File: src/rtl/ps2_scancode_decoder.sv
// ps2_scancode_decoder
//   Turns raw PS/2 receive-stage frames (Set-2 scancodes) into key events.
//   Strips the E0 (extended) and F0 (break) prefixes, checks parity and
//   stop bit, tracks Shift / Caps Lock, maps a subset of keys to ASCII and
//   queues the resulting events in a small FIFO.
//
// Ports:
//   clk          system clock
//   reset        synchronous reset, active-low
//   frame_done   receive-stage done flag; a frame is taken on its rising edge
//   frame[9:0]   [7:0] data byte, [8] odd parity, [9] stop bit
//   ev_rd        pop head event (ignored while ev_valid=0)
//   ev_valid     FIFO non-empty
//   ev_code      head event scancode (prefixes stripped)
//   ev_ext       head event was E0-prefixed
//   ev_release   head event is a break
//   ev_ascii     head event ASCII, 0x00 if unmapped
//   shift_held   left or right Shift currently down
//   caps_on      Caps Lock toggle state
//   err_parity   one-cycle pulse on a bad-parity frame
//   err_frame    one-cycle pulse on bad stop bit or data byte 0x00/0xFF
//   overflow     sticky, set when an event is dropped
module ps2_scancode_decoder #(
    parameter int DEPTH   = 4,
    parameter int TIMEOUT = 2_500_000
) (
    input  logic       clk,
    input  logic       reset,
    input  logic       frame_done,
    input  logic [9:0] frame,
    input  logic       ev_rd,
    output logic       ev_valid,
    output logic [7:0] ev_code,
    output logic       ev_ext,
    output logic       ev_release,
    output logic [7:0] ev_ascii,
    output logic       shift_held,
    output logic       caps_on,
    output logic       err_parity,
    output logic       err_frame,
    output logic       overflow
);

    localparam int AW = $clog2(DEPTH);
    localparam int CW = $clog2(TIMEOUT + 1);
    localparam logic [CW-1:0] TMO_LAST = CW'(TIMEOUT - 1);
    localparam logic [AW:0]   FULL_CNT = (AW + 1)'(DEPTH);

    typedef enum logic [1:0] {
        IDLE    = 2'd0,
        EXT     = 2'd1,
        BRK     = 2'd2,
        EXT_BRK = 2'd3
    } state_t;

    // Set-2 scancode to ASCII; letters are upper-cased when requested.
    function automatic logic [7:0] ascii_map(input logic [7:0] code, input logic upper);
        logic [7:0] c;
        c = 8'h00;
        case (code)
            8'h1C: c = 8'h61; 8'h32: c = 8'h62; 8'h21: c = 8'h63; 8'h23: c = 8'h64;
            8'h24: c = 8'h65; 8'h2B: c = 8'h66; 8'h34: c = 8'h67; 8'h33: c = 8'h68;
            8'h43: c = 8'h69; 8'h3B: c = 8'h6A; 8'h42: c = 8'h6B; 8'h4B: c = 8'h6C;
            8'h3A: c = 8'h6D; 8'h31: c = 8'h6E; 8'h44: c = 8'h6F; 8'h4D: c = 8'h70;
            8'h15: c = 8'h71; 8'h2D: c = 8'h72; 8'h1B: c = 8'h73; 8'h2C: c = 8'h74;
            8'h3C: c = 8'h75; 8'h2A: c = 8'h76; 8'h1D: c = 8'h77; 8'h22: c = 8'h78;
            8'h35: c = 8'h79; 8'h1A: c = 8'h7A;
            8'h45: c = 8'h30; 8'h16: c = 8'h31; 8'h1E: c = 8'h32; 8'h26: c = 8'h33;
            8'h25: c = 8'h34; 8'h2E: c = 8'h35; 8'h36: c = 8'h36; 8'h3D: c = 8'h37;
            8'h3E: c = 8'h38; 8'h46: c = 8'h39;
            8'h29: c = 8'h20;
            8'h5A: c = 8'h0D;
            8'h66: c = 8'h08;
            default: c = 8'h00;
        endcase
        if (upper && (c >= 8'h61) && (c <= 8'h7A)) begin
            c = c - 8'h20;
        end
        return c;
    endfunction

    // ---- stage p0: frame accept, checks, prefix FSM ----
    logic         frame_done_p0;
    logic         accept;
    logic [7:0]   byte_in;
    logic         parity_ok;
    logic         stop_ok;
    logic         good;
    logic         bad_parity;
    logic         bad_frame;
    state_t       state, state_nx;
    logic [CW-1:0] tmo_cnt_p0;
    logic         tmo_expire;
    logic         push_req;
    logic         push_ext;
    logic         push_rel;
    logic [7:0]   push_ascii;
    logic [17:0]  push_entry;
    logic         shift_l, shift_r, caps_held;

    assign accept     = frame_done & ~frame_done_p0;
    assign byte_in    = frame[7:0];
    assign parity_ok  = ^frame[8:0];
    assign stop_ok    = frame[9] && (byte_in != 8'h00) && (byte_in != 8'hFF);
    assign bad_parity = accept & ~parity_ok;
    assign bad_frame  = accept & parity_ok & ~stop_ok;
    assign good       = accept & parity_ok & stop_ok;
    assign tmo_expire = (state != IDLE) && (tmo_cnt_p0 == TMO_LAST);

    always_comb begin
        state_nx = state;
        push_req = 1'b0;
        push_ext = 1'b0;
        push_rel = 1'b0;
        if (good) begin
            case (state)
                IDLE: begin
                    if (byte_in == 8'hE0) begin
                        state_nx = EXT;
                    end else if (byte_in == 8'hF0) begin
                        state_nx = BRK;
                    end else begin
                        push_req = 1'b1;
                    end
                end
                EXT: begin
                    if (byte_in == 8'hF0) begin
                        state_nx = EXT_BRK;
                    end else if (byte_in != 8'hE0) begin
                        push_req = 1'b1;
                        push_ext = 1'b1;
                        state_nx = IDLE;
                    end
                end
                BRK: begin
                    push_req = 1'b1;
                    push_rel = 1'b1;
                    state_nx = IDLE;
                end
                EXT_BRK: begin
                    push_req = 1'b1;
                    push_ext = 1'b1;
                    push_rel = 1'b1;
                    state_nx = IDLE;
                end
                default: state_nx = IDLE;
            endcase
        end else if (accept) begin
            state_nx = IDLE;
        end else if (tmo_expire) begin
            // A frame arriving in the expiry cycle takes the branches above.
            state_nx = IDLE;
        end
    end

    always_ff @(posedge clk) begin
        if (!reset) begin
            state         <= IDLE;
            // Primed high so a level already up at reset release is not a frame.
            frame_done_p0 <= 1'b1;
            tmo_cnt_p0    <= '0;
            err_parity    <= 1'b0;
            err_frame     <= 1'b0;
        end else begin
            state         <= state_nx;
            frame_done_p0 <= frame_done;
            err_parity    <= bad_parity;
            err_frame     <= bad_frame;
            if (accept) begin
                tmo_cnt_p0 <= '0;
            end else if (state != IDLE) begin
                tmo_cnt_p0 <= tmo_cnt_p0 + 1'b1;
            end
        end
    end

    // ASCII uses the modifier state before this event's own update.
    assign shift_held = shift_l | shift_r;
    assign push_ascii = (push_ext | push_rel) ? 8'h00 : ascii_map(byte_in, shift_held ^ caps_on);
    assign push_entry = {push_ext, push_rel, byte_in, push_ascii};

    always_ff @(posedge clk) begin
        if (!reset) begin
            shift_l   <= 1'b0;
            shift_r   <= 1'b0;
            caps_on   <= 1'b0;
            caps_held <= 1'b0;
        end else if (push_req && !push_ext) begin
            case (byte_in)
                8'h12: shift_l <= ~push_rel;
                8'h59: shift_r <= ~push_rel;
                8'h58: begin
                    if (push_rel) begin
                        caps_held <= 1'b0;
                    end else begin
                        // Typematic repeats keep caps_held set and do not retoggle.
                        if (!caps_held) begin
                            caps_on <= ~caps_on;
                        end
                        caps_held <= 1'b1;
                    end
                end
                default: ;
            endcase
        end
    end

    // ---- stage p1: event FIFO ----
    logic [17:0] mem [DEPTH];
    logic [AW:0] wr_ptr, rd_ptr;
    logic        empty, full, pop, push_ok;
    logic [17:0] head;

    assign empty   = (wr_ptr == rd_ptr);
    assign full    = ((wr_ptr - rd_ptr) == FULL_CNT);
    assign pop     = ev_rd & ~empty;
    assign push_ok = push_req & (~full | pop);

    always_ff @(posedge clk) begin
        if (!reset) begin
            wr_ptr   <= '0;
            rd_ptr   <= '0;
            overflow <= 1'b0;
        end else begin
            if (pop) begin
                rd_ptr <= rd_ptr + 1'b1;
            end
            if (push_ok) begin
                wr_ptr <= wr_ptr + 1'b1;
            end
            if (push_req && !push_ok) begin
                overflow <= 1'b1;
            end
        end
    end

    always_ff @(posedge clk) begin
        if (push_ok) begin
            mem[wr_ptr[AW-1:0]] <= push_entry;
        end
    end

    assign head       = mem[rd_ptr[AW-1:0]];
    assign ev_valid   = ~empty;
    assign ev_ext     = ev_valid & head[17];
    assign ev_release = ev_valid & head[16];
    assign ev_code    = ev_valid ? head[15:8] : 8'h00;
    assign ev_ascii   = ev_valid ? head[7:0] : 8'h00;

endmodule

File: config.mk
export PLATFORM = sky130hd
export DESIGN_NAME = ps2_scancode_decoder
export DESIGN_NICKNAME = d
export VERILOG_FILES = /design/src/rtl/ps2_scancode_decoder.sv
export SDC_FILE = /design/constraint.sdc
export NUM_CORES = 1
export LEC_CHECK = 0
export BUFFER_PORTS_ARGS = -buffer_cell sky130_fd_sc_hd__buf_2
export CAP_MARGIN = 15
export CORE_MARGIN = 8
export CORE_UTILIZATION = 42
export DETAILED_ROUTE_END_ITERATION = 7
export PLACE_DENSITY_LB_ADDON = 0.15
export SLEW_MARGIN = 20
export SYNTH_ARGS = -nofsm -noshare
export SYNTH_HDL_FRONTEND = slang
export SYNTH_SLANG_ARGS = --single-unit
File: constraint.sdc
create_clock -name clk -period 5.45 [get_ports clk]
set_input_delay 0.8175 -clock clk [delete_from_list [all_inputs] [get_ports clk]]
set_output_delay 0.8175 -clock clk [all_outputs]
set_load 0.02 [all_outputs]
Word-level counts from Yosys, hierarchy flattened
Memories as Yosys holds them, arrays and structs flattened. A register that Yosys moved wholly into a read port is not among the register bits. Cells that the tools add are included.

Bits in registers: 38. RAM bits: 72. Bits in read-only memories: 896. Output and inout port bits: 24. Word-level logic and storage cells: 107. Memories kept: 2.

$add $sub $neg: 5. Order comparisons: 2. Eq/ne operators: 15. Mux-type cells: 28. Bitwise logic cells: 22. Reduce and logical (&&, ||, !) cells: 21.

Memory list: (no name shown) (words 128, bits a word 7, read ports 1, clocked after Yosys merged registers in 0, wr ports 0, line 60) `case (code)`; mem (words 4, bits a word 18, read ports 1, clocked after Yosys merged registers in 1, wr ports 1, line 209) `logic [17:0] mem [DEPTH];`.

Operators with widths (count): 8-bit 2-to-1 mux (5); 22-bit by 1-bit adder with 22-bit output, second input constant (1); 22-bit equality test, second input constant (1); 2-bit 2-to-1 mux (9); 8-bit by 7-bit equality test with 1-bit output, second input constant (2); 8-bit equality test, second input constant (2); 8-bit inequality test, second input constant (2); 1-bit 2-to-1 mux (11); 1-bit AND (9); 1-bit inverter (9); 9-bit XOR reduction (1); 8-bit by 5-bit equality test with 1-bit output, second input constant (1); 8-bit by 7-bit greater-or-equal comparator with 1-bit output, second input constant (1); 8-bit by 7-bit <= comparator with 1-bit output, second input constant (1); 4-bit inequality test, second input constant (2); 8-bit nonzero test (1); 8-bit by 6-bit subtractor with 8-bit output, second input constant (1); 1-bit logical AND (7); 3-bit by 1-bit adder with 3-bit output, second input constant (2); 2-bit one-hot mux with 3 select lines (1); 2-bit AND reduction (3); 2-bit equality test, second input constant (2); 4-bit AND reduction (1); 2-bit OR reduction (2); 13 further kinds (16).

Longest topological paths before layout
Word-level depth: 8. Mapped depth: 13.

Worst setup path after synthesis
No wires, ideal clock.

Path kind: input -> register. From: input frame[1]. To: memory mem[3][0] (enable). Library setup time: 378 ps. Arrival time: 3034 ps. Required time: 5072 ps. Path slack: 2039 ps. Cell stages on the path: 7. Path buffers: 1. Path through: buf_2 inv_1 ha_1 xnor3_2 xnor2_2 nor4b_4 and3_1.

Word-level cells in the longest chain between the ends: 8. Elaborated cells on any way between the ends: 19. Classes of those cells: eq/ne: 4; mux: 8; bitwise: 3; reduce/logical: 4.

RTL lines: start: declaration (line 30) `input logic [9:0] frame,`; 8-bit inequality test (tied with other cells) (line 129) `end else if (byte_in != 8'hE0) begin`; 1-bit 2-to-1 mux (tied with other cells) (line 129); 1-bit 2-to-1 mux (tied with other cells) (line 127) `if (byte_in == 8'hF0) begin`; 1-bit one-hot mux with 3 select lines / 1-bit AND (equally long branches) (line 116, 107); 1-bit 2-to-1 mux (*) (line 115) `if (good) begin`; 1-bit AND (*) (line 217) `assign push_ok = push_req & (~full | pop);`; 1-bit 2-to-1 mux (*) (line 238) `if (push_ok) begin`; 1-bit 2-to-1 mux (implied by the code) (*) (line 239) `mem[wr_ptr[AW-1:0]] <= push_entry;`; end: declaration (line 209).

Mark *: on every way between the ends. The rest lies on a longest branch, timed or not.

Worst setup path in the final report
From: input frame[2]. To: memory mem[2][10] (enable).

Same word-level chain as after synthesis.

==> results.py <==
metrics = {
    "run_status": {
        "status": "completed",
    },
    "cts": {
        "clock-sinks": 112,
        "clkLatencyLatePin_ps": 350,
        "cts_resized": 0,
        "cts_root_buf": "clkbuf_16",
        "clockBufferDepth": 2,
        "cts_tree": "yes",
        "path_clk_slew_ps": 70,
        "cts_hold_buf": 0,
        "htreeDepth": 3,
        "postCtsSetupRepairBufs": 0,
        "numCtsBuffers": 9,
    },
    "die": {
        "die_area_um2": 17800,
        "die-height_um": 133,
        "num_rows": 43,
        "design.core.area_um2": 13700,
        "io-pin-count": 38,
        "die_w_um": 133,
        "start_util_pct": 42.3,
    },
    "global_routing": {
        "globalRoute.totalOverflow": 0,
        "met2_usage_pct": 21.8,
        "grt_util_met1_pct": 18.9,
        "grt_pass1_vias": 3799,
        "met3_usage_pct": 3.77,
        "gr-max-usage-layer": "met2",
        "grt_antenna_before_repair": 0,
        "grt_max_degree": 40,
        "globalRouteTotalUtil_pct": 14.1,
        "grt_first_pass_wirelength_um": 20100,
    },
    "sta": {
        "hold_viol": 0,
        "holdWs_ps": 480,
        "setup_ws_ps": 1690,
        "worstMarginPinSlew_ps": 994,
        "grt_setup_unrepaired": "no",
        "drv_slew": 0,
        "max_freq_ghz": 0.266,
        "setup_viol": 0,
        "clock_skew_ps": 6.08,
        "period_needed_ps": 3760,
        "fin_crit_sh_pct": 68.9,
        "slew-limit-headroom_pct": 33.7,
        "finalSetupTns_ps": 0,
    },
    "worst_setup_path": {
        "path_cells": "buf_2 -> inv_2 -> ha_1 -> xnor2_1 -> xnor2_2 -> nor4b_4 -> and3_1",
        "cp-start-kind": "input port",
        "critPathSlowestCell": "and3_1",
        "slowest_delay_ps": 900,
        "crit_required_ps": 5420,
        "critical_path_class": "input port to flop",
        "end_kind": "flop",
        "path_max_fanout": 39,
        "cp_top_family": "simple AND/OR/NAND/NOR gates",
        "arrival_ps": 3720,
        "worst-path-buf-inv": 2,
    },
    "yosys": {
        "synth_top_area_share_pct": 37.4,
        "ys_ff_latch": 112,
        "synth_cells": 493,
        "netlist_area_um2": 5780,
        "synth_nets": 533,
        "netlist_top_cells_area": "edfxtp_1 (37%), dfxtp_1 (14%), mux4_2 (7.4%)",
        "synth_top_area_cell": "edfxtp_1",
        "syn_avg_cell_area_um2": 11.7,
        "async_flop_share_pct": 0,
        "ys_seq_area_share_pct": 51.3,
        "synthDistinctLibCells": 67,
        "yosysWarnings": 0,
        "synth_ff_type": "edfxtp_1",
        "synth-edff-count": 72,
    },
    "power": {
        "ir_drop_mv": 0.129,
        "power_leakage_nw": 2.30,
        "p_per_area_nw_per_um2": 275,
    },
    "layout": {
        "antennaDiodeCount": 0,
        "fin_area_um2": 6360,
        "nets": 557,
        "drive_gt1_share_pct": 16.1,
        "areaGrowthSynthToFinish_pct": 10.1,
    },
    "route": {
        "firstDrtPassIters": 5,
        "ant_nets": 0,
        "via_per_inst": 5.52,
        "vias": 3875,
        "drt_iter0_markers": 297,
        "post-route-drc-count": 0,
        "wl_um": 12400,
        "wl_per_cell_um": 17.6,
    },
    "place": {
        "hpwl_um": 8470,
        "post_dp_cell_area_um2": 6060,
        "dp_slack_ps": 1290,
        "place_congestion": 0.923,
        "numPortBuffers": 37,
    },
    "min_path": {
        "hold_class": "flop to flop",
    },
    "flow_run": {
        "drv_cap": 0,
    },
}
## kinds of logic (layout without fill, tap and decap cells)
kind of cell,Yosys count,count (layout),synth area share [%]
multiplexers,25,25,8.49
flip-flops,112,112,51.3
XOR/XNOR,25,25,4.18
AO/OA/AOI/OAI,75,75,9.10
adder cells (fa/ha/maj),26,26,5.63
AND/OR/NAND/NOR,187,187,17.9
buffers and inverters,43,72,3.42
## registers in the layout, indices dropped and copies added, names as in the netlist, 2 cells and up, named ones only
name        count
rd_ptr          3
tmo_cnt_p0     22
mem            72
wr_ptr          3
state           2
## path summary, 6_finish.rpt
path | start | endpoint | slack (ps) | cells after the start
max | frame[2] | mem[2][10] | 1690 | 7
min | tmo_cnt_p0[1] | tmo_cnt_p0[1] | 480 | 2
max reg2reg | wr_ptr[0] | mem[2][10] | 2910 | 6
min reg2reg | tmo_cnt_p0[1] | tmo_cnt_p0[1] | 480 | 2
## final cells by class
type	instances	area [um2]
clock buffers	10	229
clock inverters	6	67.6
fillers	1288	7310
inverters	18	67.6
multi-input cells	338	2620
flip-flops and latches	112	2960
well taps	180	225
repair buffers	38	193
## per-stage QoR
| stage | utilization [%] | power, W | std cells |
|---|---|---|---|
| after global routing | 46.5 | 0.00182 | 702 |
| after global placement | 44.4 | 0.00112 | 686 |
| after detailed placement | 44.4 | 0.00112 | 686 |
| after floorplan | - | 0.00107 | 493 |
| final | 46.5 | 0.00175 | 702 |
| after CTS | 46.5 | 0.00177 | 702 |
## layout by cell type, fill, tap and decap left out, types with 9 or more instances in the layout
master,netlist,routed
nor3_1,13,13
nand2_1,28,28
dfxtp_1,40,40
o21ai_0,16,16
clkbuf_16,0,9
xnor2_1,9,9
edfxtp_1,72,72
nor2_1,41,41
buf_2,8,37
a21oi_1,17,17
nor2b_1,13,13
nand3_1,13,13
xor2_1,14,14
mux4_2,19,19
and2_1,26,26
and3_1,11,11
ha_1,26,26
inv_1,16,16
## cell usage after synthesis, types with 3 or more instances
master	number
a211oi_1	3
a21boi_0	3
a21oi_1	17
a31oi_1	5
and2_1	26
and3_1	11
and4_1	4
buf_2	8
buf_4	5
clkbuf_1	10
dfxtp_1	40
edfxtp_1	72
ha_1	26
inv_1	16
mux2i_1	4
mux4_2	19
nand2_1	28
nand2b_1	5
nand3_1	13
nand3b_1	3
nand4_1	5
nand4b_1	4
nor2_1	41
nor2b_1	13
nor3_1	13
nor4_1	3
o211ai_1	5
o21ai_0	16
or3_1	5
xnor2_1	9
xor2_1	14
## power breakdown
group | total (W) | internal (W) | switching, W
clock | 0.000654 | 0.000358 | 0.000295
combinational | 0.000189 | 0.0000722 | 0.000117
sequential | 0.000909 | 0.000906 | 0.00000256
total | 0.00175 | 0.00134 | 0.000415
## layer usage
layer	routed length [um]	up-vias
met5	0	-
met4	185	0
met3	647	16
met2	5700	107
met1	5820	1886
li1	-	1866
## worst reg2reg max path: stages (launching register included)
cell      delay [ps]
dfxtp_1          360
inv_1            110
ha_1             200
nor2b_1          130
and2_1           150
o211ai_1         320
and3_1           880
(Power assumes the default switching activity.)
